## src/rtl/gcd_pkg.sv

```systemverilog
// Shared definitions for the gcd engine and its lcm post-processing stage.
package gcd_pkg;

  localparam int gcd_width_p = 32;
  localparam int gcd_cnt_w_p = $clog2(gcd_width_p) + 1;

  typedef enum logic [2:0] {
    LCM_IDLE     = 3'd0,
    LCM_WAIT_GCD = 3'd1,
    LCM_DIV      = 3'd2,
    LCM_MUL      = 3'd3,
    LCM_DONE     = 3'd4
  } lcm_state_t;

  typedef enum logic [1:0] {
    GCD_IDLE = 2'd0,
    GCD_RUN  = 2'd1,
    GCD_DONE = 2'd2
  } gcd_state_t;

endpackage

```

## src/rtl/gcd_lcm_div.sv

```systemverilog
// Sequential restoring divider: one quotient bit per step, MSB first.
// done is asserted combinationally during the final step, so the quotient is complete after that edge.
module gcd_lcm_div
  import gcd_pkg::*;
#(
  parameter int WIDTH = gcd_width_p
) (
  input  logic             clk,
  input  logic             reset,
  input  logic             load,
  input  logic             step,
  input  logic [WIDTH-1:0] dividend,
  input  logic [WIDTH-1:0] divisor,
  output logic [WIDTH-1:0] quotient,
  output logic             done
);

  localparam int CNT_W = $clog2(WIDTH) + 1;

  logic [WIDTH-1:0] rem;
  logic [WIDTH-1:0] dvsr;
  logic [CNT_W-1:0] cnt;
  logic [WIDTH:0]   rem_shift;
  logic [WIDTH-1:0] rem_diff;
  logic             fits;

  // Trial subtraction; the dividend shifts out of the quotient register as quotient bits shift in.
  always_comb begin
    rem_shift = {rem, quotient[WIDTH-1]};
    fits      = (rem_shift >= {1'b0, dvsr});
    rem_diff  = rem_shift[WIDTH-1:0] - dvsr;
  end

  assign done = step && (cnt == CNT_W'(WIDTH - 1));

  // Divider state: load has priority over step.
  always_ff @(posedge clk) begin
    if (reset) begin
      rem      <= '0;
      dvsr     <= '0;
      quotient <= '0;
      cnt      <= '0;
    end else if (load) begin
      rem      <= '0;
      dvsr     <= divisor;
      quotient <= dividend;
      cnt      <= '0;
    end else if (step) begin
      rem      <= fits ? rem_diff : rem_shift[WIDTH-1:0];
      quotient <= {quotient[WIDTH-2:0], fits};
      cnt      <= cnt + CNT_W'(1);
    end else begin
      rem      <= rem;
      dvsr     <= dvsr;
      quotient <= quotient;
      cnt      <= cnt;
    end
  end

endmodule

```

## src/rtl/gcd_lcm.sv

```systemverilog
// LCM stage behind the gcd engine: lcm = (a / gcd) * b via a restoring divider and shift-add multiplier.
module gcd_lcm
  import gcd_pkg::*;
#(
  parameter int WIDTH = gcd_width_p
) (
  input  logic               clk,
  input  logic               reset,
  input  logic               start,
  input  logic [WIDTH-1:0]   a_in,
  input  logic [WIDTH-1:0]   b_in,
  input  logic               gcd_done,
  input  logic [WIDTH-1:0]   gcd_result,
  output logic [2*WIDTH-1:0] lcm,
  output logic               lcm_valid,
  output logic               zero_op,
  output logic               busy
);

  localparam int CNT_W = $clog2(WIDTH) + 1;

  lcm_state_t         state;
  logic [WIDTH-1:0]   a_q;
  logic [WIDTH-1:0]   b_q;
  logic [WIDTH-1:0]   quotient;
  logic [2*WIDTH-1:0] acc;
  logic [2*WIDTH-1:0] mcand;
  logic [CNT_W-1:0]   cnt;
  logic               zero_flag;
  logic               div_load;
  logic               div_step;
  logic               div_done;

  // A start in the same cycle suppresses any divider activity for the aborted operation.
  always_comb begin
    div_load = 1'b0;
    div_step = 1'b0;
    if (!start) begin
      div_load = (state == LCM_WAIT_GCD) && gcd_done;
      div_step = (state == LCM_DIV);
    end else begin
      div_load = 1'b0;
      div_step = 1'b0;
    end
  end

  gcd_lcm_div #(.WIDTH(WIDTH)) u_div (
    .clk      (clk),
    .reset    (reset),
    .load     (div_load),
    .step     (div_step),
    .dividend (a_q),
    .divisor  (gcd_result),
    .quotient (quotient),
    .done     (div_done)
  );

  // Controller, multiplier and registered outputs; busy stays high through the lcm_valid cycle.
  always_ff @(posedge clk) begin
    if (reset) begin
      state     <= LCM_IDLE;
      a_q       <= '0;
      b_q       <= '0;
      acc       <= '0;
      mcand     <= '0;
      cnt       <= '0;
      zero_flag <= 1'b0;
      lcm       <= '0;
      lcm_valid <= 1'b0;
      zero_op   <= 1'b0;
      busy      <= 1'b0;
    end else begin
      lcm_valid <= 1'b0;
      if (start) begin
        a_q       <= a_in;
        b_q       <= b_in;
        acc       <= '0;
        cnt       <= '0;
        lcm       <= '0;
        zero_op   <= 1'b0;
        busy      <= 1'b1;
        zero_flag <= (a_in == '0) || (b_in == '0);
        state     <= ((a_in == '0) || (b_in == '0)) ? LCM_DONE : LCM_WAIT_GCD;
      end else begin
        case (state)
          LCM_IDLE: begin
            busy <= 1'b0;
          end
          LCM_WAIT_GCD: begin
            if (gcd_done) begin
              cnt   <= '0;
              acc   <= '0;
              mcand <= {{WIDTH{1'b0}}, b_q};
              state <= LCM_DIV;
            end
          end
          LCM_DIV: begin
            if (div_done) begin
              state <= LCM_MUL;
            end
          end
          LCM_MUL: begin
            if (quotient[cnt[CNT_W-2:0]]) begin
              acc <= acc + mcand;
            end
            mcand <= mcand << 1;
            cnt   <= cnt + CNT_W'(1);
            if (cnt == CNT_W'(WIDTH - 1)) begin
              state <= LCM_DONE;
            end
          end
          LCM_DONE: begin
            lcm       <= acc;
            lcm_valid <= 1'b1;
            zero_op   <= zero_flag;
            state     <= LCM_IDLE;
          end
          default: begin
            state <= LCM_IDLE;
          end
        endcase
      end
    end
  end

endmodule

```

## config.mk

```make
export PLATFORM = sky130hd
export DESIGN_NAME = gcd_lcm
export DESIGN_NICKNAME = d
export VERILOG_FILES = /design/src/rtl/gcd_pkg.sv /design/src/rtl/gcd_lcm_div.sv /design/src/rtl/gcd_lcm.sv
export SDC_FILE = /design/constraint.sdc
export NUM_CORES = 1
export LEC_CHECK = 0
export BUFFER_PORTS_ARGS = -buffer_cell sky130_fd_sc_hd__buf_2
export CORE_ASPECT_RATIO = 0.6
export CORE_MARGIN = 5
export CORE_UTILIZATION = 42
export CTS_CLUSTER_DIAMETER = 100
export DETAILED_ROUTE_END_ITERATION = 7
export GPL_TIMING_DRIVEN = 0
export PLACE_DENSITY_LB_ADDON = 0.05
export SLEW_MARGIN = 10
export SYNTH_ARGS = -nofsm -noshare
export SYNTH_HDL_FRONTEND = slang
export SYNTH_HIERARCHICAL = 1
export SYNTH_SLANG_ARGS = --single-unit
```

## constraint.sdc

```tcl
create_clock -name clk -period 2.8 [get_ports clk]
set_input_delay 0 -clock clk [delete_from_list [all_inputs] [get_ports clk]]
set_output_delay 0 -clock clk [all_outputs]
set_load 0.03 [all_outputs]
```

# Word-level counts from Yosys, hierarchy flattened
# Index checks and enable logic that the tools add are counted.
dict set report word_totals {
  register_bits 371
  out_inout_bits 67
}
dict set report classes {
  addsub 4
  n_lt_le_gt_ge 2
  eq_ne 12
  muxes 23
  bitwise_logic 1
  reduce_logical 15
}
# op count
set op_table {}
lappend op_table {{$pmux 64 s2} 2}
lappend op_table {{$mux 64} 3}
lappend op_table {{$mux 32} 3}
lappend op_table {{$add 64x64->64} 1}
lappend op_table {{$logic_not 32->1} 2}
lappend op_table {{$ge 33x32->1} 1}
lappend op_table {{$sub 32x32->32} 1}
lappend op_table {{$mux 3} 5}
lappend op_table {{$add 6x1->6 const B} 2}
lappend op_table {{$eq 6x5->1 const B} 2}
lappend op_table {{$pmux 3 s4} 1}
lappend op_table {{$pmux 6 s2} 1}
lappend op_table {{$ne 3x3->1 const B} 3}
lappend op_table {{$eq 3x2->1 const B} 2}
lappend op_table {{$lt 5x6->1 const B} 1}
lappend op_table {{$mux 1} 6}
lappend op_table {{$mux 6} 1}
lappend op_table {{$ne 2x2->1 const B} 3}
lappend op_table {{$reduce_and 3->1} 2}
lappend op_table {{$reduce_bool 2->1} 3}
lappend op_table {{$bmux 1 s5} 1}
lappend op_table {{$reduce_and 4->1} 1}
lappend op_table {{$reduce_or 2->1} 2}
lappend op_table {{$eq 3x1->1 const B} 1}
lappend op_table {{6 further kinds} 7}

# Longest topological paths before layout
dict set report logic_depth {
  word_depth 6
  mapped_depth 13
}

# Modules after synthesis
# The synthesis kept the hierarchy.
# module instances cells_each area_per_inst_um2 seq_area_each_um2
set modules_own_cells {}
lappend modules_own_cells {gcd_lcm 1 1766 13930.9 5385.2}
lappend modules_own_cells {gcd_lcm_div 1 767 6207.2 2042.0}

# Worst setup path after synthesis
# OpenSTA, ideal clock, no wires.
dict set report synth_timing {
  path_kind {reg2reg}
  from {register state[0]}
  to {register u_div.dvsr[22]}
  setup_time_ns 0.128
  arrival_time_ns 2.770
  slack_ns -0.097
  path_stages_with_launch 13
  cell_sequence {dfxtp_1 clkbuf_1 nand2_1 or3_1 clkbuf_1 or2_2 clkbuf_1 inv_1 clkbuf_1 clkbuf_1 buf_1 mux2i_1 nor2_1}
}
dict set report synth_between {
  elab_chain_len 3
}
# element line
set synth_rtl {}
lappend synth_rtl {{start: declaration} gcd_lcm.sv:22} ;# lcm_state_t state;
lappend synth_rtl {{start signal: assignment} gcd_lcm.sv:83} ;# state <= ((a_in == '0) || (b_in == '0)) ? LCM_DONE : LCM_WAIT_GCD;
lappend synth_rtl {{$eq 3x1->1} gcd_lcm.sv:39} ;# div_load = (state == LCM_WAIT_GCD) && gcd_done;
lappend synth_rtl {{$logic_and 1x1->1} gcd_lcm.sv:39}
lappend synth_rtl {{$mux 1} gcd_lcm.sv:38} ;# if (!start) begin
lappend synth_rtl {{named net div_load} gcd_lcm.sv:30} ;# logic div_load;
lappend synth_rtl {{end signal: assignment} gcd_lcm_div.sv:45} ;# dvsr <= divisor;
lappend synth_rtl {{end signal: assignment} gcd_lcm_div.sv:54} ;# dvsr <= dvsr;
lappend synth_rtl {{end: declaration} gcd_lcm_div.sv:21} ;# logic [WIDTH-1:0] dvsr;
# The timed path passes the listed nets, and every way through them passes these cells.
# A chain may end at the register's enable or synchronous reset.

# Worst setup path after layout
dict set report layout_timing {
  from {register acc[18]}
  to {register acc[61]}
}
dict set report layout_between {
  elab_chain_len 3
}
# element line
set layout_rtl {}
lappend layout_rtl {{start: declaration} gcd_lcm.sv:26} ;# logic [2*WIDTH-1:0] acc;
lappend layout_rtl {{start signal: assignment} gcd_lcm.sv:104} ;# acc <= acc + mcand;
lappend layout_rtl {{$add 64x64->64} gcd_lcm.sv:104}
lappend layout_rtl {{$mux 64} gcd_lcm.sv:103} ;# if (quotient[cnt[CNT_W-2:0]]) begin
lappend layout_rtl {{$pmux 64 s2} gcd_lcm.sv:85} ;# case (state)
# No other way between the ends. The select of a mux whose other input is x is not followed.

==> qor.yml <==
status: "finished, violations left"
violations: "negative setup slack"
fin_tns_setup_ps: -1666
synthesis.instances: 2533
cp_cell_sequence: "ha_4, nand4_1, nor4_4, a21oi_4, or4_4, a31oi_4, a31oi_4, o31ai_2, mux2i_1, nand2_1"
cp-start-kind: "flip-flop"
grt_pass1_vias: 18360
synth_top_family_by_area: "simple AND/OR/NAND/NOR gates"
fmaxAchievable_mhz: 330.1
clock_path_buffers: 3
cts_buffers: 37
period_minus_slack_ps: 3030
wl_per_cell_um: 20.14
cts_root_buf: "clkbuf_16"
synth-main-ff-cell: "dfxtp_1"
synth-adder-area-share_pct: 6.226
drv_cap: 0
synth_compound_area_share_pct: 18.79
avgSynthCellArea_um2: 7.950
p_int_w: 0.009656
clock_skew_ps: 20.66
rows: 62
slew_viol_final: 0
cp_common_cell: "a31oi_4"
postPlaceCellArea_um2: 21770
seqCellArea_um2: 7505
dr_total_vias: 19950
tritoncts: "built"
slew_headroom_pct: 21.59
clkLatencyLatePin_ps: 560
post-place-ws_ps: -1313
grt_max_degree: 15
final_common_cell: "nand2_1"
syn2layout_area_growth_pct: 32.83
htreeDepth: 2
vias_per_cell: 5.580
path_buf_inv: 0
netlist_area_um2: 20140
ir_drop_v: 0.0004229
die_w_um: 292.7
hp-class: "primary input to flip-flop"
async_flop_share_pct: 0
critPathMaxFanout: 6
ys_seq_area_share_pct: 36.88
drive_gt1_share_pct: 22.25
final-setup-viol-count: 16
place.gp.congestion: 0.9247
grt_usage_pct: 25.72
endpoint_kind: "flip-flop"
synth-xor-area-share_pct: 3.697
syn-num-nets: 2732
die_h_um: 179.6
rsz0062_at_grt: "yes"
drtIter0Drc: 1808
clkTransAtPathRegs_ps: 60
finalInstanceArea_um2: 26750
hold_violations: 0
yosys.area_share.simple_pct: 20.49
dieArea_um2: 52570
design.core.area_um2: 47630
synth_warnings: 6
p_sw_share_pct: 26.75
ios: 167
antenna_found_initial: 1
synthMuxAreaShare_pct: 9.059
r2r_cells: 10
p_seq_share_pct: 41.3
layout_common_cells: "nand2_1, dfxtp_1, nor2_1"
fin_ws_ps: -229.7
start_util_pct: 42.28
drtAntennaViolNets: 0
drcViolationCount: 0
port_buffers: 166
crit_type: "flip-flop to flip-flop"
crit_slowest_cell: "or4_4"
critPathTopFamily: "simple AND/OR/NAND/NOR gates"
p_sw_w: 0.003526
synth-edff-count: 0
overflow: 0
comb_power_share_pct: 17.7
clock_sinks: 371
worst_pin_slew_ps: 1176
nets: 3108
synth-seq-cells: 371
required_ps: 3230
arrival_ps: 3460
hold_path_depth: 4
drt-total-wl_um: 71990
leakage_nw: 10.40
insertedDiodeCount: 0
cp_num_cells: 10
grt_first_pass_wirelength_um: 108800
dp_hpwl_um: 53190
fill_cells: 4521
synth.distinct_cells: 76
first_pass_iters: 7
p_per_area_nw_per_um2: 492.8
multi_input_area_um2: 13320
clkPwrFrac_pct: 41.0
critPathMaxStageDelay_ps: 470
min_period_over_period_pct: 108.2
-- through the flow --
stage	hold WS, ps	utilization (%)	instances	total power [W]
3_5_place_dp	239.6	45.72	3339	0.007080
2_1_floorplan	147.2	-	2533	0.006585
4_1_cts	205.2	53.47	3539	0.01313
6_report	222.7	56.16	3575	0.01318
5_1_grt	224.3	56.16	3575	0.01367
3_3_place_gp	234.8	45.72	3339	0.007067
-- cells in the mapped netlist (all sizes together) (10+ instances only) --
cell type / n / area [µm²]
o21a: 12 / 90.09
a21o: 39 / 292.8
o211ai: 13 / 102.6
nor3: 21 / 110.1
mux4: 10 / 225.2
o21ai: 131 / 655.6
inv: 67 / 251.5
nand3: 71 / 355.3
nand4: 43 / 269.0
nand2b: 10 / 62.56
nand3b: 32 / 240.2
a211oi: 11 / 82.58
a21oi: 310 / 1559
nor2: 288 / 1084
mux2i: 153 / 1531
a31oi: 23 / 165.2
o21bai: 16 / 120.1
buf: 45 / 235.2
a311oi: 32 / 280.3
xor2: 32 / 280.3
and3: 13 / 81.33
ha: 97 / 1214
dfxtp: 371 / 7427
clkbuf: 131 / 491.7
xnor2: 53 / 464.2
nor4: 23 / 143.9
nand2: 383 / 1440
-- routing by layer --
| metal | GRT usage, % | share of wire (%) | up-vias |
|---|---|---|---|
| met2 | 33.76 | 37 | 633 |
| li1 | - | - | 9683 |
| met3 | 4.230 | 7.0 | 89 |
| met4 | 4.729 | 1.9 | 0 |
| met5 | 0 | 0 | - |
| met1 | 43.16 | 54 | 9542 |
-- flip-flops by register name, indices dropped and copies added, names as in the netlist, 6 cells and up --
| signal | flops |
|---|---|
| acc | 64 |
| lcm | 64 |
| mcand | 64 |
| a_q | 32 |
| b_q | 32 |
| u_div/dvsr | 32 |
| u_div/quotient | 32 |
| u_div/rem | 32 |
| cnt | 6 |
| u_div/cnt | 6 |
-- final cells by class --
cell class | count | area share (%)
clock inverter | 13 | 0.9121
multi-input combinational | 1919 | 49.79
tap | 640 | 2.994
sequential | 371 | 28.06
timing repair buffer | 365 | 10.37
clock buffer | 52 | 3.896
inverter | 67 | 0.9402
buffer | 148 | 3.040
-- worst min-delay path, stage by stage --
cell	delay [ps]
dlygate4sd3_1	510
buf_2	90
mux2i_1	60
nor2_1	70
-- path summary, 6_finish.rpt --
kind,slack [ps],end,from
worst max-delay path,-230,acc[61],acc[18]
worst min-delay path,220,u_div/dvsr[18],gcd_result[18]
worst max register to register,-230,acc[61],acc[18]
worst min register to register,450,lcm[28],lcm[28]
-- power by group through the flow --
stage	Clock (W)	Combinational, W	Sequential [W]
5_1_grt	0.00574	0.00247	0.00546
6_report	0.00540	0.00233	0.00545
2_1_floorplan	0	0.00105	0.00554
3_3_place_gp	0	0.00151	0.00556
3_5_place_dp	0	0.00152	0.00556
4_1_cts	0.00551	0.00218	0.00545
-- cells by family after synthesis --
kind of cell | count (synthesis)
buffers and inverters | 243
adders and majority gates | 99
AOI/OAI and AO/OA | 635
DFF | 371
muxes | 168
xor gates and xnor gates | 85
and+or+nand+nor | 932
-- timing repair --
item	CTS	global route
endpoints found under the setup margin	228	169
hold buffers	98	0
cloned	3	1
buffers inserted	49	52
pin swaps	74	84
hold endpoints to repair	103	0
resized for setup	235	268
Note: power is estimated with default switching activity, not from simulation.
